**src/rtl/mem_ctrl.sv**
```systemverilog
// mem_ctrl: single-port memory sequencer between the IF/MEM pipeline stages
// and a byte-wide synchronous RAM. Each 32-bit instruction fetch or
// 1/2/4-byte load/store is broken into consecutive byte transfers, and the
// assembled result is returned with a one-cycle done pulse.
//
// Ports:
//   clk, rst           clock, synchronous active-high reset
//   if_req/if_addr     instruction fetch request (always 4 bytes)
//   if_done/if_inst    fetch completion pulse and little-endian instruction
//   mem_req/mem_we     load (we=0) or store (we=1) request from MEM
//   mem_size           00 byte, 01 half, 10/11 word
//   mem_addr/wdata     load/store byte address and store data
//   mem_done/rdata     completion pulse and zero-extended load data
//   stallreq_from_*    combinational stall requests to the pipeline
//   ram_a/rw/dout/din  byte RAM interface; ram_din lags ram_a by one cycle
module mem_ctrl #(
   parameter int ADDR_W = 17
) (
   input  logic              clk,
   input  logic              rst,
   input  logic              if_req,
   input  logic [31:0]       if_addr,
   output logic              if_done,
   output logic [31:0]       if_inst,
   input  logic              mem_req,
   input  logic              mem_we,
   input  logic [1:0]        mem_size,
   input  logic [31:0]       mem_addr,
   input  logic [31:0]       mem_wdata,
   output logic              mem_done,
   output logic [31:0]       mem_rdata,
   output logic              stallreq_from_if,
   output logic              stallreq_from_mem,
   output logic [ADDR_W-1:0] ram_a,
   output logic              ram_rw,
   output logic [7:0]        ram_dout,
   input  logic [7:0]        ram_din
);

   typedef enum logic [1:0] {
      IDLE,
      READ,
      WRITE,
      DONE
   } state_t;

   localparam logic [ADDR_W-1:0] A_ONE = {{(ADDR_W-1){1'b0}}, 1'b1};

   state_t      state;
   state_t      next_state;
   logic [2:0]  cnt;
   logic [2:0]  nbytes;
   logic [2:0]  req_bytes;
   logic        port_mem;
   logic [31:0] wdata_q;
   logic [31:0] buf_q;
   logic [31:0] assembled;
   logic [31:0] wdata_shift;
   logic [1:0]  lane;
   logic        grant;

   // A request is only taken in IDLE; MEM always wins over IF so a load or
   // store never waits behind the next fetch.
   always_comb begin
      grant     = if_req | mem_req;
      req_bytes = 3'd4;
      if (mem_req) begin
         case (mem_size)
            2'b00:   req_bytes = 3'd1;
            2'b01:   req_bytes = 3'd2;
            default: req_bytes = 3'd4;
         endcase
      end
   end

   // Stall requests fall the same cycle the done pulse appears, so the
   // pipeline advances exactly when the data is presented.
   always_comb begin
      stallreq_from_if  = if_req & ~if_done;
      stallreq_from_mem = mem_req & ~mem_done;
   end

   // State register.
   always_ff @(posedge clk) begin
      if (rst) begin
         state <= IDLE;
      end else begin
         state <= next_state;
      end
   end

   // Next-state and RAM-side outputs. A read stays one cycle longer than a
   // write (cnt runs 0..N) because the last byte only shows on ram_din the
   // cycle after its address was driven.
   always_comb begin
      next_state  = state;
      ram_rw      = 1'b0;
      ram_dout    = 8'h00;
      if_done     = 1'b0;
      mem_done    = 1'b0;
      wdata_shift = wdata_q >> {cnt[1:0], 3'b000};
      case (state)
         IDLE: begin
            if (grant) begin
               next_state = (mem_req && mem_we) ? WRITE : READ;
            end
         end
         READ: begin
            if (cnt == nbytes) begin
               next_state = DONE;
            end
         end
         WRITE: begin
            ram_rw   = 1'b1;
            ram_dout = wdata_shift[7:0];
            if (cnt == nbytes - 3'd1) begin
               next_state = DONE;
            end
         end
         DONE: begin
            if_done    = ~port_mem;
            mem_done   = port_mem;
            next_state = IDLE;
         end
         default: next_state = IDLE;
      endcase
   end

   // The byte arriving now belongs to the address driven last cycle, hence
   // lane cnt-1 rather than cnt.
   always_comb begin
      lane      = cnt[1:0] - 2'd1;
      assembled = buf_q;
      case (lane)
         2'd0: assembled[7:0]   = ram_din;
         2'd1: assembled[15:8]  = ram_din;
         2'd2: assembled[23:16] = ram_din;
         2'd3: assembled[31:24] = ram_din;
         default: assembled = buf_q;
      endcase
   end

   // Transfer datapath: latch the granted request, step the RAM address
   // through N bytes (wrapping naturally at the address width), and publish
   // the assembled word to the owning port only on the final byte so a
   // reset mid-transfer leaves no partial result behind.
   always_ff @(posedge clk) begin
      if (rst) begin
         cnt       <= 3'd0;
         nbytes    <= 3'd0;
         port_mem  <= 1'b0;
         wdata_q   <= 32'h0;
         buf_q     <= 32'h0;
         ram_a     <= '0;
         if_inst   <= 32'h0;
         mem_rdata <= 32'h0;
      end else begin
         case (state)
            IDLE: begin
               if (grant) begin
                  cnt      <= 3'd0;
                  nbytes   <= req_bytes;
                  port_mem <= mem_req;
                  wdata_q  <= mem_req ? mem_wdata : 32'h0;
                  buf_q    <= 32'h0;
                  ram_a    <= mem_req ? mem_addr[ADDR_W-1:0] : if_addr[ADDR_W-1:0];
               end
            end
            READ: begin
               cnt <= cnt + 3'd1;
               if (cnt < nbytes - 3'd1) begin
                  ram_a <= ram_a + A_ONE;
               end
               if (cnt != 3'd0) begin
                  buf_q <= assembled;
                  if (cnt == nbytes) begin
                     if (port_mem) begin
                        mem_rdata <= assembled;
                     end else begin
                        if_inst <= assembled;
                     end
                  end
               end
            end
            WRITE: begin
               cnt <= cnt + 3'd1;
               if (cnt < nbytes - 3'd1) begin
                  ram_a <= ram_a + A_ONE;
               end
            end
            default: begin
            end
         endcase
      end
   end

endmodule

```
**config.mk**
```make
export PLATFORM = sky130hd
export DESIGN_NAME = mem_ctrl
export DESIGN_NICKNAME = d
export VERILOG_FILES = /design/src/rtl/mem_ctrl.sv
export SDC_FILE = /design/constraint.sdc
export NUM_CORES = 1
export LEC_CHECK = 0
export BUFFER_PORTS_ARGS = -buffer_cell sky130_fd_sc_hd__buf_2
export CELL_PAD_IN_SITES_DETAIL_PLACEMENT = 1
export CELL_PAD_IN_SITES_GLOBAL_PLACEMENT = 2
export CORE_UTILIZATION = 27
export DETAILED_ROUTE_END_ITERATION = 7
export PLACE_DENSITY_LB_ADDON = 0.05
export SYNTH_ARGS = -nofsm -noshare
export SYNTH_HDL_FRONTEND = slang
export SYNTH_SLANG_ARGS = --single-unit
```
**constraint.sdc**
```tcl
create_clock -name clk -period 2.4 [get_ports clk]
set_input_delay 0.48 -clock clk [delete_from_list [all_inputs] [get_ports clk]]
set_output_delay 0.48 -clock clk [all_outputs]
set_load 0.02 [all_outputs]
```
### Word level (Yosys, flattened, before mapping)

Cells that the tools add are included.

* order comparisons: 1
* multiplexer cells: 25
* bitwise operators: 6
* equal/unequal tests: 14
* reductions and logical operators: 15
* shift-type cells: 1
* $add $sub $neg: 4

Operator list (number)
* $mux W32: 3
* $pmux W32 S2: 1
* $mux W17: 3
* $mux W8: 5
* $pmux W17 S2: 1
* $shr A32 B5 Y8: 1
* $add A17 B1 Y17 const B: 1
* $pmux W3 S2: 2
* $reduce_and A3 Y1: 3
* $eq A2 B2 Y1 const B: 4
* $mux W2: 4
* $ne A2 B2 Y1 const B: 4
* $pmux W2 S4: 1
* $reduce_and A4 Y1: 2
* $eq A2 B1 Y1 const B: 3
* $eq A3 B3 Y1: 2
* $logic_not A2 Y1: 3
* $mux W3: 2
* $reduce_and A2 Y1: 2
* $reduce_bool A2 Y1: 2
* $add A3 B1 Y3 const B: 1
* $lt A3 B3 Y1: 1
* $mux W1: 3
* $not A1 Y1: 3
* 8 further kinds: 9

* output and inout bits: 94
* bits in registers: 154

### Longest topological paths before layout

* word-level depth: 5
* gate-level depth with buffers: 10
* depth with buffers taken out: 9

### Worst setup path before layout

Ideal clock, no wire load.

* path type: register to register
* start point: reg cnt[0]
* end point: reg if_inst[30]
* stages on the path, launching flop included: 9
* setup slack: -0.184 ns
* required time: 2.314 ns
* arrival time: 2.498 ns
* path through: dfxtp_1 -> clkbuf_1 -> inv_1 -> ha_1 -> or3_4 -> nor3_4 -> buf_2 -> nor2_1 -> a211oi_1

* cells in the longest elaborated chain, start to end: 3

RTL lines
* start: declaration: RTL line 51 `logic [2:0] cnt;`
* start signal: assignment: RTL line 170 `cnt <= cnt + 3'd1;`
* start signal: assignment: RTL line 186 `cnt <= cnt + 3'd1;`
* $sub A2 B1 Y2: RTL line 132 `lane = cnt[1:0] - 2'd1;`
* $eq A2 B2 Y1: RTL line 134 `case (lane)`
* $mux W8: RTL line 134
* end signal: assignment: RTL line 180 `if_inst <= assembled;`
* end: declaration: RTL line 24 `output logic [31:0] if_inst,`

Several ways; a longest one is shown, not always the timed one.
A chain may end at the register's enable or synchronous reset.

### Worst setup path in the final report

* start point: reg cnt[0]
* end point: out ram_dout[6]

* cells in the longest elaborated chain, start to end: 2

RTL lines
* $shr A32 B5 Y8: RTL line 101 `wdata_shift = wdata_q >> {cnt[1:0], 3'b000};`
* $mux W8: RTL line 102 `case (state)`
* end: declaration: RTL line 36 `output logic [7:0] ram_dout,`

Every way passes these cells.

==> results.toml <==
[run_status]
status = "completed"

[synthesis]
syn-mean-instance-area_um2 = 9.07
synthesis.nets = 875
synth_common_cells = "dfxtp_1 (154), nor2_1 (151), a211oi_1 (68)"
synthCells = 750
synth-seq-cells = 154
synth_edf_count = 0
synth_area_mm2 = 0.00681
synth_most_common_cell = "dfxtp_1"
synth_cell_types = 55
synth_area_leader_cell = "dfxtp_1"
ys.flop_type = "dfxtp_1"
synth_top_area_share_pct = 45.3
ys_warn_count = 0
synth-async-reset-ratio_pct = 0
seq_area_frac_synth_pct = 45.3
yosys-top-cells-area = "dfxtp_1 (45%), nor2_1 (8.3%), a211oi_1 (7.5%)"

[grt]
grt.total_usage_pct = 16.8
grt_pass1_vias = 6366
overflow = 0
grt_pass1_wl_um = 34700
antenna_found_initial = 0
grt_max_degree = 65

[cts]
cts_buffers = 17
path_clk_slew_ns = 0.07
post_cts_resized = 0
cts_max_path_buffers = 2
post_cts.repair.setup_buffers = 0
clock_sinks = 154
cts-hold-fix-buffers = 0
root_buffer = "clkbuf_16"
cts_tree = "yes"
htreeDepth = 4
clkLatencyLatePin_ns = 0.43

[worst_setup_path]
cpPeakStageDelay_ns = 0.51
path_cells = "buf_6, mux4_2, and2_1, buf_2"
cp_num_buf_inv = 2
crit_fanout = 11
crit_path_top_delay_cell = "mux4_2"
end_kind = "output pin"
critical_path.startpoint_type = "register"
crit_arrival_ns = 1.82
critPathRequiredTime_ns = 1.92
critPathKind = "register to output pin"
cp_top_family = "multiplexers"

[flow_run]
max_cap_violations = 0

[die]
core_region_area_mm2 = 0.0245
ioPinCount = 205
die_x_um = 161
die_h_um = 161
start_util_pct = 27.7
rows = 57
dieArea_mm2 = 0.0258

[pwr]
power_frac_clock_pct = 29.4
max-vdd-ir-drop_mv = 0.458
power.internal_uw = 5620
swShare_pct = 39.0
totalPowerFinal_uw = 9210
power.density_mw_per_mm2 = 1070
power_switching_uw = 3600
p_comb_share_pct = 35.7
p_leak_uw = 0.00347
power_frac_seq_pct = 34.9

[drt]
ant_nets = 0
drc = 0
viasPerCell = 4.98
drt-initial-drc-count = 294
num_vias = 6141
wl_um = 21200
routedWlPerCell_um = 17.2
firstDrtPassIters = 4

[layout]
drive_gt1_share_pct = 27.8
synthToLayoutAreaGrowth_pct = 26.5
nets = 1020
fin_util_pct = 35.1
antenna_cells = 0

[sta]
relSlewSlack_pct = 51.9
slew_viol_final = 0
hold_viol_final = 0
tightest_slew_ns = 0.715
final.setup.tns_ns = 0
finClkSkew_ns = 0.0157
rsz0062_at_grt = "no"
fmax_mhz = 434
period_share_pct = 95.9
finalSetupViolations = 0
fin_crit_ns = 2.30

[placed_design]
numPortBuffers = 174
place_hpwl_um = 14700
gp_congestion = 0.735

[worst_hold_path]
hold_class = "primary input to register"
==> power groups by stage <==
stage / Combinational (uW) / Sequential (uW) / Clock (uW)
after global routing: 3650 / 3270 / 2910
after CTS: 3350 / 3220 / 2800
after detailed placement: 3340 / 3270 / 0
after global placement: 3240 / 3250 / 0
after floorplan: 2040 / 3430 / 0
final: 3290 / 3210 / 2710
==> placed cells by master, fill, tap and decap left out, types with 5 or more instances in the layout <==
master	n
clkbuf_16	17
mux4_2	8
dfxtp_1	154
inv_6	6
nor2b_1	5
o21ai_0	19
ha_1	14
and3_1	5
a22oi_1	41
buf_2	173
a211oi_1	68
nand3_1	7
nor3_1	10
mux2i_1	46
buf_4	18
a21oi_1	20
nand2_1	28
nor2_1	151
inv_1	11
and2_1	14
a32oi_1	25
==> worst paths after layout <==
kind                   endpoint     startpoint  cells past startpoint  slack, ns
setup / recovery    ram_dout[6]         cnt[0]                      4        0.1
hold / removal      wdata_q[27]  mem_wdata[27]                      3       0.30
setup reg to reg  mem_rdata[27]         cnt[0]                      7       0.21
hold reg to reg       buf_q[30]      buf_q[30]                      2       0.47
==> cells by family (layout without fill, tap and decap cells) <==
family / after synthesis / count (layout) / share of synthesized area (%)
DFF: 154 / 154 / 45.3
AOI/OAI and AO/OA: 200 / 200 / 21.1
adders and majority gates: 14 / 14 / 2.57
xor gates and xnor gates: 3 / 3 / 0.386
buffers and inverters: 81 / 239 / 4.84
muxes: 58 / 58 / 10.1
and+or+nand+nor: 240 / 240 / 15.7
==> registers in the layout, indices dropped and copies added (netlist names) <==
signal	count
buf_q	32
if_inst	32
mem_rdata	32
wdata_q	32
ram_a	17
cnt	3
nbytes	3
state	2
port_mem	1
==> worst min-delay path, cell delays in order <==
cell	delay, ns
buf_2	0.07
a22oi_1	0.06
nor2_1	0.08
==> cell type report <==
class | instances | area, um2
Inverter | 11 | 41.3
Multi-Input combinational cell | 515 | 3400
Sequential cell | 154 | 3080
Clock buffer | 20 | 467
Timing Repair Buffer | 196 | 1090
Tap cell | 324 | 405
Clock inverter | 12 | 125
Fill cell | 2918 | 15900
==> through the flow <==
stage | hold WS [ns] | instances | instance area [um2] | setup WS (ns)
after floorplan | 0.431 | 750 | 6810 | 0.0822
after global placement | 0.443 | 1200 | 8020 | 0.185
after detailed placement | 0.460 | 1200 | 8020 | 0.135
after CTS | 0.289 | 1232 | 8610 | 0.00634
after global routing | 0.305 | 1232 | 8610 | 0.000313
final | 0.296 | 1232 | 8610 | 0.0978
==> routing by layer <==
layer | track usage [%] | vias to the layer above | part of all wire, %
li1 | - | 3019 | -
met1 | 21.1 | 2989 | 45
met2 | 29.4 | 118 | 51
met3 | 3.10 | 15 | 3.3
met4 | 4.46 | 0 | 0.99
met5 | 0 | - | 0
Power figures use the tool's default switching activity.
